## src/rtl/sm4_pkg.sv

```systemverilog
// Shared constants and types for the SM4 host-side feeder.
//   WORD_WIDTH   : master key word width
//   IO_WIDTH     : serial beat width toward the core
//   BLOCK_LENGTH : SM4 block width
//   BEATS        : beats per block, BEAT_W its index width (minimum 1)
//   StIdle/StCfg/StStream : feeder FSM encoding
package sm4_pkg;

  localparam int unsigned WORD_WIDTH   = 32;
  localparam int unsigned IO_WIDTH     = 32;
  localparam int unsigned BLOCK_LENGTH = 128;
  localparam int unsigned BEATS        = BLOCK_LENGTH / IO_WIDTH;
  localparam int unsigned BEAT_W       = (BEATS > 1) ? $clog2(BEATS) : 1;
  localparam int unsigned ENTRY_W      = BLOCK_LENGTH + 1;

  localparam logic [1:0] StIdle   = 2'd0;
  localparam logic [1:0] StCfg    = 2'd1;
  localparam logic [1:0] StStream = 2'd2;

  typedef struct packed {
    logic                    last;
    logic [BLOCK_LENGTH-1:0] data;
  } fifo_entry_t;

  // Beat idx of a block, MSB-first: shift the wanted slice to the top.
  function automatic logic [IO_WIDTH-1:0] beat_slice(input logic [BLOCK_LENGTH-1:0] blk,
                                                      input logic [BEAT_W-1:0]       idx);
    logic [BLOCK_LENGTH-1:0] sh;
    sh = blk << (int'(idx) * IO_WIDTH);
    return sh[BLOCK_LENGTH-1 -: IO_WIDTH];
  endfunction

endpackage

```

## src/rtl/sm4_blk_fifo.sv

```systemverilog
// Synchronous block FIFO for the SM4 feeder.
//   clk_i/rst_i      : clock, synchronous active-high reset
//   wr_en_i/wr_data_i: push (ignored when full)
//   rd_en_i          : pop (ignored when empty); rd_data_o shows the head entry
//   empty_o/full_o   : registered flags, full_next_o is full as of the next edge
module sm4_blk_fifo #(
  parameter int unsigned Depth = 4,
  parameter int unsigned Width = 129
) (
  input  logic             clk_i,
  input  logic             rst_i,
  input  logic             wr_en_i,
  input  logic [Width-1:0] wr_data_i,
  input  logic             rd_en_i,
  output logic [Width-1:0] rd_data_o,
  output logic             empty_o,
  output logic             full_o,
  output logic             full_next_o
);

  localparam int unsigned PtrW = $clog2(Depth);
  localparam int unsigned CntW = $clog2(Depth + 1);

  logic [Width-1:0] mem_q [Depth];
  logic [PtrW-1:0]  wr_ptr_q, rd_ptr_q;
  logic [CntW-1:0]  count_q, count_d;
  logic             wr_go, rd_go;

  assign wr_go = wr_en_i && !full_o;
  assign rd_go = rd_en_i && !empty_o;

  always_comb begin
    count_d = count_q;
    if (wr_go && !rd_go) begin
      count_d = count_q + CntW'(1);
    end else if (rd_go && !wr_go) begin
      count_d = count_q - CntW'(1);
    end
  end

  assign full_next_o = (count_d == CntW'(Depth));
  assign rd_data_o   = mem_q[rd_ptr_q];

  always_ff @(posedge clk_i) begin
    if (rst_i) begin
      wr_ptr_q <= '0;
      rd_ptr_q <= '0;
      count_q  <= '0;
      empty_o  <= 1'b1;
      full_o   <= 1'b0;
    end else begin
      // Depth is a power of two, so pointers wrap naturally.
      if (wr_go) wr_ptr_q <= wr_ptr_q + PtrW'(1);
      if (rd_go) rd_ptr_q <= rd_ptr_q + PtrW'(1);
      count_q <= count_d;
      empty_o <= (count_d == '0);
      full_o  <= full_next_o;
    end
  end

  always_ff @(posedge clk_i) begin
    if (wr_go) mem_q[wr_ptr_q] <= wr_data_i;
  end

endmodule

```

## src/rtl/sm4_feeder.sv

```systemverilog
// Host-side feeder for the SM4 core.
//   key_req/key_mod/key_mk -> key_ack, cfg pulse, cfg_mod, cfg_mk0..3 (mk0 = key_mk MSBs)
//   blk_valid/blk_ready/blk_data/blk_last : block push into a FIFO_DEPTH-entry buffer
//   hold_i -> val_i/eop_i/dat_i : MSB-first serialisation of buffered blocks
//   err -> err_flag (sticky, cleared by key_ack), done -> done_cnt (wrapping)
// All outputs are registered; reset is synchronous active-high.
module sm4_feeder
  import sm4_pkg::*;
#(
  parameter int unsigned FIFO_DEPTH = 4,
  parameter int unsigned CNT_WIDTH  = 16
) (
  input  logic                    clk,
  input  logic                    rst,
  input  logic                    key_req,
  input  logic                    key_mod,
  input  logic [4*WORD_WIDTH-1:0] key_mk,
  output logic                    key_ack,
  input  logic                    blk_valid,
  output logic                    blk_ready,
  input  logic [BLOCK_LENGTH-1:0] blk_data,
  input  logic                    blk_last,
  output logic                    cfg,
  output logic                    cfg_mod,
  output logic [WORD_WIDTH-1:0]   cfg_mk0,
  output logic [WORD_WIDTH-1:0]   cfg_mk1,
  output logic [WORD_WIDTH-1:0]   cfg_mk2,
  output logic [WORD_WIDTH-1:0]   cfg_mk3,
  input  logic                    hold_i,
  output logic                    val_i,
  output logic                    eop_i,
  output logic [IO_WIDTH-1:0]     dat_i,
  input  logic                    err,
  input  logic                    done,
  output logic                    err_flag,
  output logic [CNT_WIDTH-1:0]    done_cnt
);

  logic [1:0]              state_q, state_d;
  logic [BEAT_W-1:0]       beat_q, beat_d;
  logic                    key_ack_q, key_ack_d;
  logic                    cfg_q;
  logic                    cfg_mod_q, cfg_mod_d;
  logic [4*WORD_WIDTH-1:0] cfg_mk_q, cfg_mk_d;
  logic                    val_q, val_d;
  logic                    eop_q, eop_d;
  logic [IO_WIDTH-1:0]     dat_q, dat_d;
  logic                    err_flag_q;
  logic [CNT_WIDTH-1:0]    done_cnt_q;
  logic                    blk_ready_q;

  fifo_entry_t head;
  logic        fifo_pop, fifo_empty, fifo_full, fifo_full_next;

  sm4_blk_fifo #(
    .Depth (FIFO_DEPTH),
    .Width (ENTRY_W)
  ) u_fifo (
    .clk_i       (clk),
    .rst_i       (rst),
    .wr_en_i     (blk_valid && blk_ready_q),
    .wr_data_i   ({blk_last, blk_data}),
    .rd_en_i     (fifo_pop),
    .rd_data_o   (head),
    .empty_o     (fifo_empty),
    .full_o      (fifo_full),
    .full_next_o (fifo_full_next)
  );

  always_comb begin
    state_d   = state_q;
    beat_d    = beat_q;
    key_ack_d = 1'b0;
    cfg_mod_d = cfg_mod_q;
    cfg_mk_d  = cfg_mk_q;
    val_d     = 1'b0;
    eop_d     = 1'b0;
    dat_d     = dat_q;
    fifo_pop  = 1'b0;
    case (state_q)
      StIdle: begin
        // Key loads win over pending blocks, but only between packets.
        if (key_req) begin
          cfg_mk_d  = key_mk;
          cfg_mod_d = key_mod;
          key_ack_d = 1'b1;
          state_d   = StCfg;
        end else if (!fifo_empty) begin
          state_d = StStream;
        end
      end
      StCfg: state_d = StIdle;
      StStream: begin
        // An empty FIFO mid-packet just idles the bus until the next entry.
        if (!hold_i && !fifo_empty) begin
          val_d = 1'b1;
          dat_d = beat_slice(head.data, beat_q);
          if (beat_q == BEAT_W'(BEATS - 1)) begin
            eop_d    = head.last;
            fifo_pop = 1'b1;
            beat_d   = '0;
            if (head.last) state_d = StIdle;
          end else begin
            beat_d = beat_q + BEAT_W'(1);
          end
        end
      end
      default: state_d = StIdle;
    endcase
  end

  always_ff @(posedge clk) begin
    if (rst) begin
      state_q     <= StIdle;
      beat_q      <= '0;
      key_ack_q   <= 1'b0;
      cfg_q       <= 1'b0;
      cfg_mod_q   <= 1'b0;
      cfg_mk_q    <= '0;
      val_q       <= 1'b0;
      eop_q       <= 1'b0;
      dat_q       <= '0;
      err_flag_q  <= 1'b0;
      done_cnt_q  <= '0;
      blk_ready_q <= 1'b0;
    end else begin
      state_q     <= state_d;
      beat_q      <= beat_d;
      key_ack_q   <= key_ack_d;
      cfg_q       <= (state_q == StCfg);
      cfg_mod_q   <= cfg_mod_d;
      cfg_mk_q    <= cfg_mk_d;
      val_q       <= val_d;
      eop_q       <= eop_d;
      dat_q       <= dat_d;
      // A new error in the key_ack cycle must not be lost to the clear.
      err_flag_q  <= err || (err_flag_q && !key_ack_q);
      done_cnt_q  <= done_cnt_q + CNT_WIDTH'(done);
      blk_ready_q <= !fifo_full_next;
    end
  end

  assign key_ack   = key_ack_q;
  assign blk_ready = blk_ready_q;
  assign cfg       = cfg_q;
  assign cfg_mod   = cfg_mod_q;
  assign cfg_mk0   = cfg_mk_q[4*WORD_WIDTH-1 -: WORD_WIDTH];
  assign cfg_mk1   = cfg_mk_q[3*WORD_WIDTH-1 -: WORD_WIDTH];
  assign cfg_mk2   = cfg_mk_q[2*WORD_WIDTH-1 -: WORD_WIDTH];
  assign cfg_mk3   = cfg_mk_q[WORD_WIDTH-1 -: WORD_WIDTH];
  assign val_i     = val_q;
  assign eop_i     = eop_q;
  assign dat_i     = dat_q;
  assign err_flag  = err_flag_q;
  assign done_cnt  = done_cnt_q;

endmodule

```

## config.mk

```make
export PLATFORM = sky130hd
export DESIGN_NAME = sm4_feeder
export DESIGN_NICKNAME = d
export VERILOG_FILES = /design/src/rtl/sm4_pkg.sv /design/src/rtl/sm4_blk_fifo.sv /design/src/rtl/sm4_feeder.sv
export SDC_FILE = /design/constraint.sdc
export NUM_CORES = 1
export LEC_CHECK = 0
export CORE_ASPECT_RATIO = 0.75
export CORE_UTILIZATION = 35
export DETAILED_ROUTE_END_ITERATION = 10
export DONT_BUFFER_PORTS = 1
export PLACE_DENSITY = 0.51
export REMOVE_ABC_BUFFERS = 1
export SLEW_MARGIN = 30
export SYNTH_ARGS = -nofsm -noshare
export SYNTH_HDL_FRONTEND = slang
export SYNTH_SLANG_ARGS = --single-unit
```

## constraint.sdc

```tcl
create_clock -name clk -period 4.2 [get_ports clk]
set_clock_uncertainty 0.1 [all_clocks]
set_input_delay 0 -clock clk [delete_from_list [all_inputs] [get_ports clk]]
set_output_delay 0 -clock clk [all_outputs]
set_load 0.05 [all_outputs]
```

==> results.tsv, run 1 <==
stage	metric	value	unit
yosys	synth.avg_cell_area	16.4	sq um
grt	overflow	0	
sta	worst_pin_slew	0.883	ns
yosys	syn_area	26200	sq um
yosys	ys_ff_latch	714	
sta	worst_slew_margin_rel	40.9	%
floorplanning	dieArea	75900	sq um
flow_run	maxCapViolations	0	
placed_design	gp_congestion	0.779	
sta	fin_crit	2.97	ns
floorplanning	std_cell_rows	86	
clocking	postCtsSetupRepairBufs	0	
floorplanning	die_x	318	um
sta	worst_slack	1.23	ns
worst_setup_path	required	4.66	ns
detailed_routing	drc	0	
worst_setup_path	path_max_fanout	31	
placed_design	port_buffers	0	
yosys	async_flop_share	0	%
detailed_routing	wl_per_cell	22.5	um
grt	grt_pass1_vias	16669	
pwr	leakagePower	0.0113	uW
pwr	power	15800	uW
detailed_routing	wl	70.7	mm
sta	period_share	70.8	%
clocking	htreeDepth	3	
clocking	clockBufferDepth	3	
yosys	synth-edff-count	516	
grt	grt_pass1_wl	104	mm
run_status	outcome	finished clean	
clocking	cts_sinks	714	
floorplanning	die_h	239	um
yosys	ys_warn_count	0	
finish	layout.nets	2385	
placed_design	post-place-ws	1.34	ns
yosys	synth.area.top_cells	edfxtp_1 (59%), dfxtp_1 (15%), mux4_2 (11%)	
grt	grt_max_degree	166	
worst_setup_path	end_kind	flop	
grt	grt_util_all_layers	18.3	%
yosys	synth.distinct_cells	40	
placed_design	dp_hpwl	40.1	mm
sta	tns	0	ns
sta	finalSetupViolCount	0	
placed_design	numPlacedInstances	2493	
sta	hold_viol_final	0	
yosys	synth_seq_area_share	74.4	%
detailed_routing	via_per_inst	5.08	
clocking	cts_buffers	73	
worst_setup_path	cp.arrival	3.43	ns
placed_design	dpl-instance-area	27400	sq um
yosys	syn_inst	1596	
worst_hold_path	hold_class	in -> reg	
finish	finalNonFillerCells	3146	
sta	rsz0062_at_grt	false	
clocking	cts_root_buf	clkbuf_16	
worst_setup_path	critPathLaunchType	flop	
pwr	powerDensity	452	nW/um^2
clocking	postCtsResizedCells	0	
sta	fmax	0.336	GHz
detailed_routing	dr.pass1.iters	6	
detailed_routing	drtAntennaViolNets	0	
finish	drive_gt1_share	13.3	%
sta	drv_slew	0	
yosys	yosys.area.top_type_share	59.2	%
floorplanning	core	73700	sq um
floorplanning	pin_count	448	
clocking	worstSkewPairLatency	0.61	ns
yosys	synth_ff_type	edfxtp_1	
detailed_routing	drt-initial-drc-count	1312	
detailed_routing	vias	15989	
grt	antenna_found_initial	15	
yosys	synth_top_cell_by_area	edfxtp_1	
finish	area_growth	33.6	%
clocking	cts_tree	yes	
worst_setup_path	crit_type	reg -> reg	
floorplanning	start_util	35.5	%
pwr	peakVddDrop	0.284	mV
clocking	clkTransAtPathRegs	0.06	ns
finish	stdcell_area	35000	sq um
==> logic make-up (layout without fill, tap and decap cells) <==
logic type / after synthesis / in the layout / share of synthesized area, %
XOR/XNOR: 20 / 20 / 0.669
flip-flops: 714 / 714 / 74.4
AO/OA/AOI/OAI: 242 / 242 / 5.70
adder cells (fa/ha/maj): 9 / 9 / 0.430
AND/OR/NAND/NOR: 373 / 373 / 5.91
buffers and inverters: 108 / 682 / 1.79
other: 0 / 8 / 0
multiplexers: 130 / 130 / 11.1
==> critical path: stages, from the launching register on <==
cell and delay [ns]:
dfxtp_1 0.36, nor2_1 0.36, and2_4 0.45, buf_4 0.28, nand2_1 0.09, dlygate4sd3_1 0.57, a21oi_1 0.15, dlygate4sd3_1 0.57
==> layout make-up <==
class                   count  area [sq um]
diodes                      8          20.0
clock buffers              98          2060
clock inverters            36           344
fillers                  6178         38700
inverters                   8          30.0
multi-input cells         774          6290
flip-flops and latches    714         19500
well taps                 968          1210
repair buffers            540          5540
==> final timing paths <==
check	startpoint	end	slack [ns]	cells past startpoint
worst min register to register	u_fifo.wr_ptr_q[1]	u_fifo.wr_ptr_q[1]	0.40	2
worst max register to register	state_q[1]	cfg_mk_q[66]	1.23	7
worst min-delay path	blk_last	u_fifo.mem_q[1][128]	0.04	1
worst max-delay path	state_q[1]	cfg_mk_q[66]	1.23	7
==> layer usage <==
layer	vias to the layer above	track usage [%]	wire (um)	part of all wire [%]
met1	8164	23.4	29800	42
met4	14	6.55	2150	3.0
li1	7138	-	-	-
met3	182	5.52	4510	6.4
met2	491	29.4	34200	48
met5	-	0	88	0.12
==> placed cells by master, fill, tap and decap left out, types with 9 or more instances in the layout <==
| master | count |
|---|---|
| a21oi_1 | 170 |
| buf_4 | 15 |
| mux4_2 | 129 |
| clkbuf_16 | 77 |
| dlygate4sd3_1 | 509 |
| nand2_1 | 303 |
| dfxtp_1 | 196 |
| buf_12 | 14 |
| edfxtp_1 | 516 |
| nor2_1 | 26 |
| clkinv_2 | 14 |
| a221o_1 | 32 |
| ha_1 | 9 |
| clkbuf_1 | 15 |
| xor2_1 | 10 |
| a22oi_1 | 33 |
| clkinv_1 | 9 |
| xnor2_1 | 10 |
==> where the power goes <==
group / switching, uW / internal, uW / total, uW
clock network: 2730 / 3780 / 6510
logic: 497 / 539 / 1040
registers: 494 / 7780 / 8280
total: 3720 / 12100 / 15800
==> timing repair <==
item / 4_1_cts / 5_1_grt
hold buffers: 510 / 0
hold endpoints to repair: 689 / 0
setup endpoints to repair: 0 / 0
==> cell usage after synthesis, drive strengths merged, types with 10 or more instances <==
| library cell | instances |
|---|---|
| edfxtp | 516 |
| a22oi | 33 |
| a221o | 32 |
| xnor2 | 10 |
| buf | 25 |
| clkbuf | 75 |
| a21oi | 170 |
| nor2 | 27 |
| xor2 | 10 |
| mux4 | 129 |
| nand2 | 304 |
| dfxtp | 198 |
==> state kept, by name, indices dropped and copies added (netlist names), 3 cells and up, named ones only <==
name	count
u_fifo.mem_q	516
dat_i	32
cfg_mk_q	128
u_fifo.count_q	3
done_cnt	16
==> stage by stage <==
step	util (%)	hold slack [ns]
6_report	47.4	0.0375
5_1_grt	47.4	0.00297
4_1_cts	47.4	0.00144
3_5_place_dp	37.2	-0.0194
3_3_place_gp	37.2	-0.0209
2_1_floorplan	-	-0.0309
Power figures use the tool's default switching activity.
==> run 2, diff against run 1 <==
--- a/config.mk
+++ b/config.mk
@@ -9,7 +9,7 @@
 export CORE_UTILIZATION = 35
 export DETAILED_ROUTE_END_ITERATION = 10
 export DONT_BUFFER_PORTS = 1
-export PLACE_DENSITY = 0.51
+export PLACE_DENSITY = 0.49
 export REMOVE_ABC_BUFFERS = 1
 export SLEW_MARGIN = 30
 export SYNTH_ARGS = -nofsm -noshare
==> constraint.sdc (replaced) <==
create_clock -name clk -period 2.8 [get_ports clk]
set_clock_uncertainty 0.1 [all_clocks]
set_input_delay 0 -clock clk [delete_from_list [all_inputs] [get_ports clk]]
set_output_delay 0 -clock clk [all_outputs]
set_load 0.05 [all_outputs]
==> results.tsv, run 2 (same netlist as run 1, synthesis figures left out) <==
stage	metric	value	unit
run_status	outcome	finished clean	
worst_setup_path	r2r_slack	0.12	ns
worst_setup_path	r2r-start	state_q[0]	
clocking	cts_tree	yes	
floorplanning	core	73700	sq um
pwr	p_seq_share	53.1	%
detailed_routing	drt-initial-drc-count	1118	
sta	hold_viol_final	0	
clocking	cts_buffers	74	
detailed_routing	wl_per_cell	22.3	um
grt	antenna_found_initial	12	
sta	worst_pin_slew	0.831	ns
sta	fin_crit	2.68	ns
worst_setup_path	end_kind	flop	
finish	largest_reg_flops	516	
sta	drv_slew	0	
floorplanning	dieArea	75900	sq um
sta	period_share	95.7	%
pwr	p_int	17800	uW
worst_setup_path	cp.arrival	3.06	ns
detailed_routing	drtAntennaViolNets	0	
floorplanning	die_h	239	um
finish	regMostFlops	u_fifo.mem_q	
floorplanning	pin_count	448	
finish	final_common_cell	edfxtp_1	
finish	drive_gt1_share	14.2	%
worst_hold_path	min_to	u_fifo.mem_q[1][97]	
placed_design	gp_congestion	0.813	
finish	final_cell_mix	edfxtp_1 (516), dlygate4sd3_1 (506), nand2_1 (303), dfxtp_1 (196), a21oi_1 (170)	
detailed_routing	drc	0	
placed_design	dp_hpwl	40.8	mm
detailed_routing	wl	70.5	mm
placed_design	dpl-instance-area	27600	sq um
finish	stdcell_area	35000	sq um
grt	overflow	0	
floorplanning	start_util	35.5	%
grt	grt_util_all_layers	18.2	%
worst_setup_path	crit_type	reg -> reg	
worst_hold_path	hold_class	in -> reg	
detailed_routing	via_per_inst	5.07	
worst_setup_path	critPathLaunchType	flop	
pwr	combPwrFrac	6.7	%
worst_setup_path	path_max_fanout	5	
finish	layout.nets	2407	
worst_setup_path	rr_worst_depth	7	
finish	fill_cells	6266	
worst_setup_path	required	3.18	ns
clocking	cts_root_buf	clkbuf_16	
pwr	p_sw	5560	uW
pwr	leakagePower	0.0119	uW
pwr	p_sw_share	23.8	%
detailed_routing	vias	16048	
grt	grt_pass1_vias	16684	
finish	final_util	47.5	%
grt	grt_max_degree	160	
placed_design	port_buffers	0	
grt	grt_pass1_wl	104	mm
clocking	cts_sinks	714	
worst_hold_path	min_from	blk_data[97]	
finish	regArea	19500	sq um
sta	rsz0062_at_grt	false	
floorplanning	die_x	318	um
finish	area_growth	33.9	%
finish	finalNonFillerCells	3163	
placed_design	numPlacedInstances	2518	
flow_run	maxCapViolations	0	
sta	fmax	0.373	GHz
sta	tns	0	ns
pwr	clockPowerShare	40.2	%
floorplanning	std_cell_rows	86	
pwr	powerDensity	666	nW/um^2
clocking	clockBufferDepth	3	
sta	finalSetupViolCount	0	
sta	worst_slew_margin_rel	44.5	%
clocking	clkTransAtPathRegs	0.06	ns
detailed_routing	dr.pass1.iters	5	
pwr	peakVddDrop	0.385	mV
finish	multi_input_area	6290	sq um
worst_hold_path	hold_depth	1	
clocking	worstSkewPairLatency	0.61	ns
clocking	htreeDepth	3	
==> run 2: power by group through the flow <==
stage	clock network (uW)	logic [uW]	registers (uW)
after floorplan	0	526	12600
after global placement	0	787	12600
after detailed placement	0	802	12600
after CTS	9660	1540	12400
after global routing	10000	1680	12400
final	9380	1560	12400
==> run 2: how the worst max path moves through the flow <==
stage,startpoint,to,slack [ns],cells after the start
floorplan,flop,dat_i[0],-3.95,4
global placement,flop,dat_i[1],0.61,5
global route,state_q[1],flop,0.00009,7
finish,state_q[0],flop,0.12,7
CTS,done_cnt[0],done_cnt[8],0.07,9
detailed placement,flop,dat_i[9],0.60,5
==> run 2: final cells by class <==
| cell class | instances | area share [%] |
|---|---|---|
| well taps | 968 | 3.46 |
| flip-flops and latches | 714 | 55.5 |
| clock buffers | 104 | 6.03 |
| diodes | 5 | 0.0357 |
| multi-input cells | 774 | 18.0 |
| repair buffers | 561 | 16.3 |
| inverters | 8 | 0.0857 |
| clock inverters | 29 | 0.546 |
==> run 2: timing repair <==
action	4_1_cts	5_1_grt
hold buffers	507	0
endpoints found under the hold margin	692	0
resized for setup	0	3
setup buffers	0	0
setup endpoints to repair	0	1
==> run 2: layer usage <==
| metal | part of all wire (%) | vias to the layer above | global-route usage (%) |
|---|---|---|---|
| met5 | 0.13 | - | 0 |
| met3 | 6.7 | 165 | 5.52 |
| li1 | - | 7175 | - |
| met2 | 48 | 476 | 29.3 |
| met1 | 42 | 8218 | 23.4 |
| met4 | 3.0 | 14 | 6.43 |
==> run 2: worst max-delay path, stage by stage, from the launching register on <==
cell	delay [ns]
dfxtp_1	0.36
nor4b_4	0.48
buf_4	0.22
nand3_1	0.09
xor2_1	0.14
nor2_1	0.05
dlygate4sd3_1	0.54
dlygate4sd3_1	0.58
==> run 2: metrics by stage <==
stage	power, uW	hold WS (ns)	setup slack [ns]
floorplan	13100	-0.0309	-3.95
global placement	13400	-0.0195	0.605
detailed placement	13400	-0.0176	0.602
CTS	23600	0.0000327	0.0655
global route	24100	0.0135	0.0000919
finish	23300	0.0404	0.120
==> run 3, diff against run 2 <==
==> constraint.sdc (replaced) <==
create_clock -name clk -period 2.8 [get_ports clk]
set_clock_uncertainty 0.1 [all_clocks]
set_input_delay 0.42 -clock clk [delete_from_list [all_inputs] [get_ports clk]]
set_output_delay 0.42 -clock clk [all_outputs]
set_load 0.05 [all_outputs]
==> results.tsv, run 3 (same netlist as run 1, synthesis figures left out) <==
stage	metric	value	unit
run_status	outcome	finished clean	
worst_hold_path	hold_class	in -> reg	
pwr	p_sw_share	22.8	%
finish	area_growth	26.9	%
grt	grt_max_degree	137	
worst_setup_path	crit_type	reg -> reg	
grt	grt_pass1_vias	14988	
worst_setup_path	r2r_slack	0.42	ns
worst_setup_path	critPathLaunchType	flop	
sta	tns	0	ns
sta	worst_pin_slew	0.800	ns
pwr	power	23700	uW
sta	fin_crit	2.38	ns
detailed_routing	drc	0	
pwr	p_sw	5390	uW
grt	antenna_found_initial	14	
worst_setup_path	r2r-start	done_cnt[0]	
detailed_routing	drtAntennaViolNets	0	
worst_setup_path	required	3.18	ns
finish	drive_gt1_share	16.7	%
floorplanning	core	73700	sq um
placed_design	gp_congestion	0.800	
floorplanning	dieArea	75900	sq um
worst_setup_path	r2r_end	done_cnt[9]	
pwr	p_int	18300	uW
floorplanning	die_x	318	um
detailed_routing	vias	14970	
sta	rsz0062_at_grt	false	
placed_design	dpl-instance-area	27900	sq um
sta	fmax	0.420	GHz
worst_setup_path	cp.arrival	2.76	ns
finish	final_cell_mix	edfxtp_1 (516), nand2_1 (303), dlygate4sd3_1 (273), dfxtp_1 (196), a21oi_1 (170)	
clocking	worstSkewPairLatency	0.61	ns
pwr	powerDensity	713	nW/um^2
detailed_routing	wl_per_cell	23.1	um
clocking	clockBufferDepth	3	
detailed_routing	dr.pass1.iters	5	
placed_design	post-place-ws	0.504	ns
flow_run	maxCapViolations	0	
clocking	cts_tree	yes	
floorplanning	die_h	239	um
grt	overflow	0	
sta	period_share	84.9	%
finish	final_common_cell	edfxtp_1	
clocking	clkTransAtPathRegs	0.06	ns
detailed_routing	via_per_inst	5.07	
placed_design	dp_hpwl	42.9	mm
worst_hold_path	hold_depth	2	
pwr	peakVddDrop	0.401	mV
worst_setup_path	end_kind	flop	
finish	final_util	45.0	%
worst_setup_path	cp-endpoint	done_cnt[9]	
clocking	postCtsResizedCells	0	
pwr	leakagePower	0.0109	uW
sta	worst_slew_margin_rel	46.6	%
sta	worst_slack	0.422	ns
floorplanning	start_util	35.5	%
grt	grt_pass1_wl	99.0	mm
worst_setup_path	rr_worst_depth	8	
worst_setup_path	timing.critical_path.from	done_cnt[0]	
floorplanning	std_cell_rows	86	
clocking	cts_root_buf	clkbuf_16	
clocking	cts_buffers	73	
clocking	htreeDepth	3	
clocking	postCtsSetupRepairBufs	0	
sta	hold_viol_final	0	
placed_design	port_buffers	0	
pwr	p_seq_share	52.4	%
worst_setup_path	path_max_fanout	5	
finish	regMostFlops	u_fifo.mem_q	
clocking	cts_sinks	714	
finish	stdcell_area	33200	sq um
pwr	combPwrFrac	5.2	%
floorplanning	pin_count	448	
detailed_routing	drt-initial-drc-count	1088	
pwr	clockPowerShare	42.4	%
finish	largest_reg_flops	516	
sta	finalSetupViolCount	0	
finish	layout.nets	2193	
grt	grt_util_all_layers	17.6	%
detailed_routing	wl	68.0	mm
sta	drv_slew	0	
[run 3: changes by cell type in the layout (fill, tap and decap cells not counted), sizes merged]
cell / change
bufinv: +8
clkinvlp: -1
buf: +20
clkbuf: +2
inv: -3
clkinv: -5
diode: -1
dlygate4sd3: -233
[run 3: how the worst min path moves through the flow]
stage | startpoint | endpoint | slack (ns)
after floorplan | u_fifo.wr_ptr_q[1] | u_fifo.wr_ptr_q[1] | 0.36
after global placement | u_fifo.wr_ptr_q[1] | u_fifo.wr_ptr_q[1] | 0.39
after detailed placement | u_fifo.wr_ptr_q[1] | u_fifo.wr_ptr_q[1] | 0.40
after CTS | key_mk[86] | cfg_mk_q[86] | 0.008
after global routing | key_mk[86] | cfg_mk_q[86] | 0.07
final | key_mk[86] | cfg_mk_q[86] | 0.12
[run 3: cell type report]
type	count	area [sq um]
sequential	714	19500
fill	6401	40500
inverter	8	30.0
multi-input combinational	774	6290
clock inverter	28	340
tap	968	1210
clock buffer	106	2140
antenna	4	10.0
timing repair buffer	348	3720
[run 3: routing by layer]
layer	global-route usage (%)	part of all wire, %
met1	23.9	44
met4	4.91	1.9
met3	5.38	6.9
met5	0	0.19
met2	27.2	47
[run 3: power groups by stage]
stage / Sequential, uW / Clock [uW] / Combinational [uW]
2_1_floorplan: 12600 / 0 / 526
6_report: 12400 / 10000 / 1240
3_5_place_dp: 12600 / 0 / 809
4_1_cts: 12400 / 10300 / 1240
3_3_place_gp: 12600 / 0 / 795
5_1_grt: 12400 / 10700 / 1350
[run 3: timing repair]
item | in CTS | in global routing
hold endpoints to repair | 680 | 0
endpoints found under the setup margin | 0 | 0
hold buffers | 274 | 0
[run 3: stage by stage]
stage               instances  hold WS, ns
floorplan                1496        0.363
global placement         2538        0.385
detailed placement       2538        0.395
CTS                      2946      0.00801
global route             2949       0.0674
finish                   2950        0.122
[run 3: critical path: stages, from the launching register on]
cell and delay (ns):
dfxtp_1 0.30, buf_4 0.20, ha_1 0.20, and2_1 0.19, and4_1 0.34, and3_1 0.21, xnor2_1 0.12, nor2_1 0.05
dlygate4sd3_1 0.54
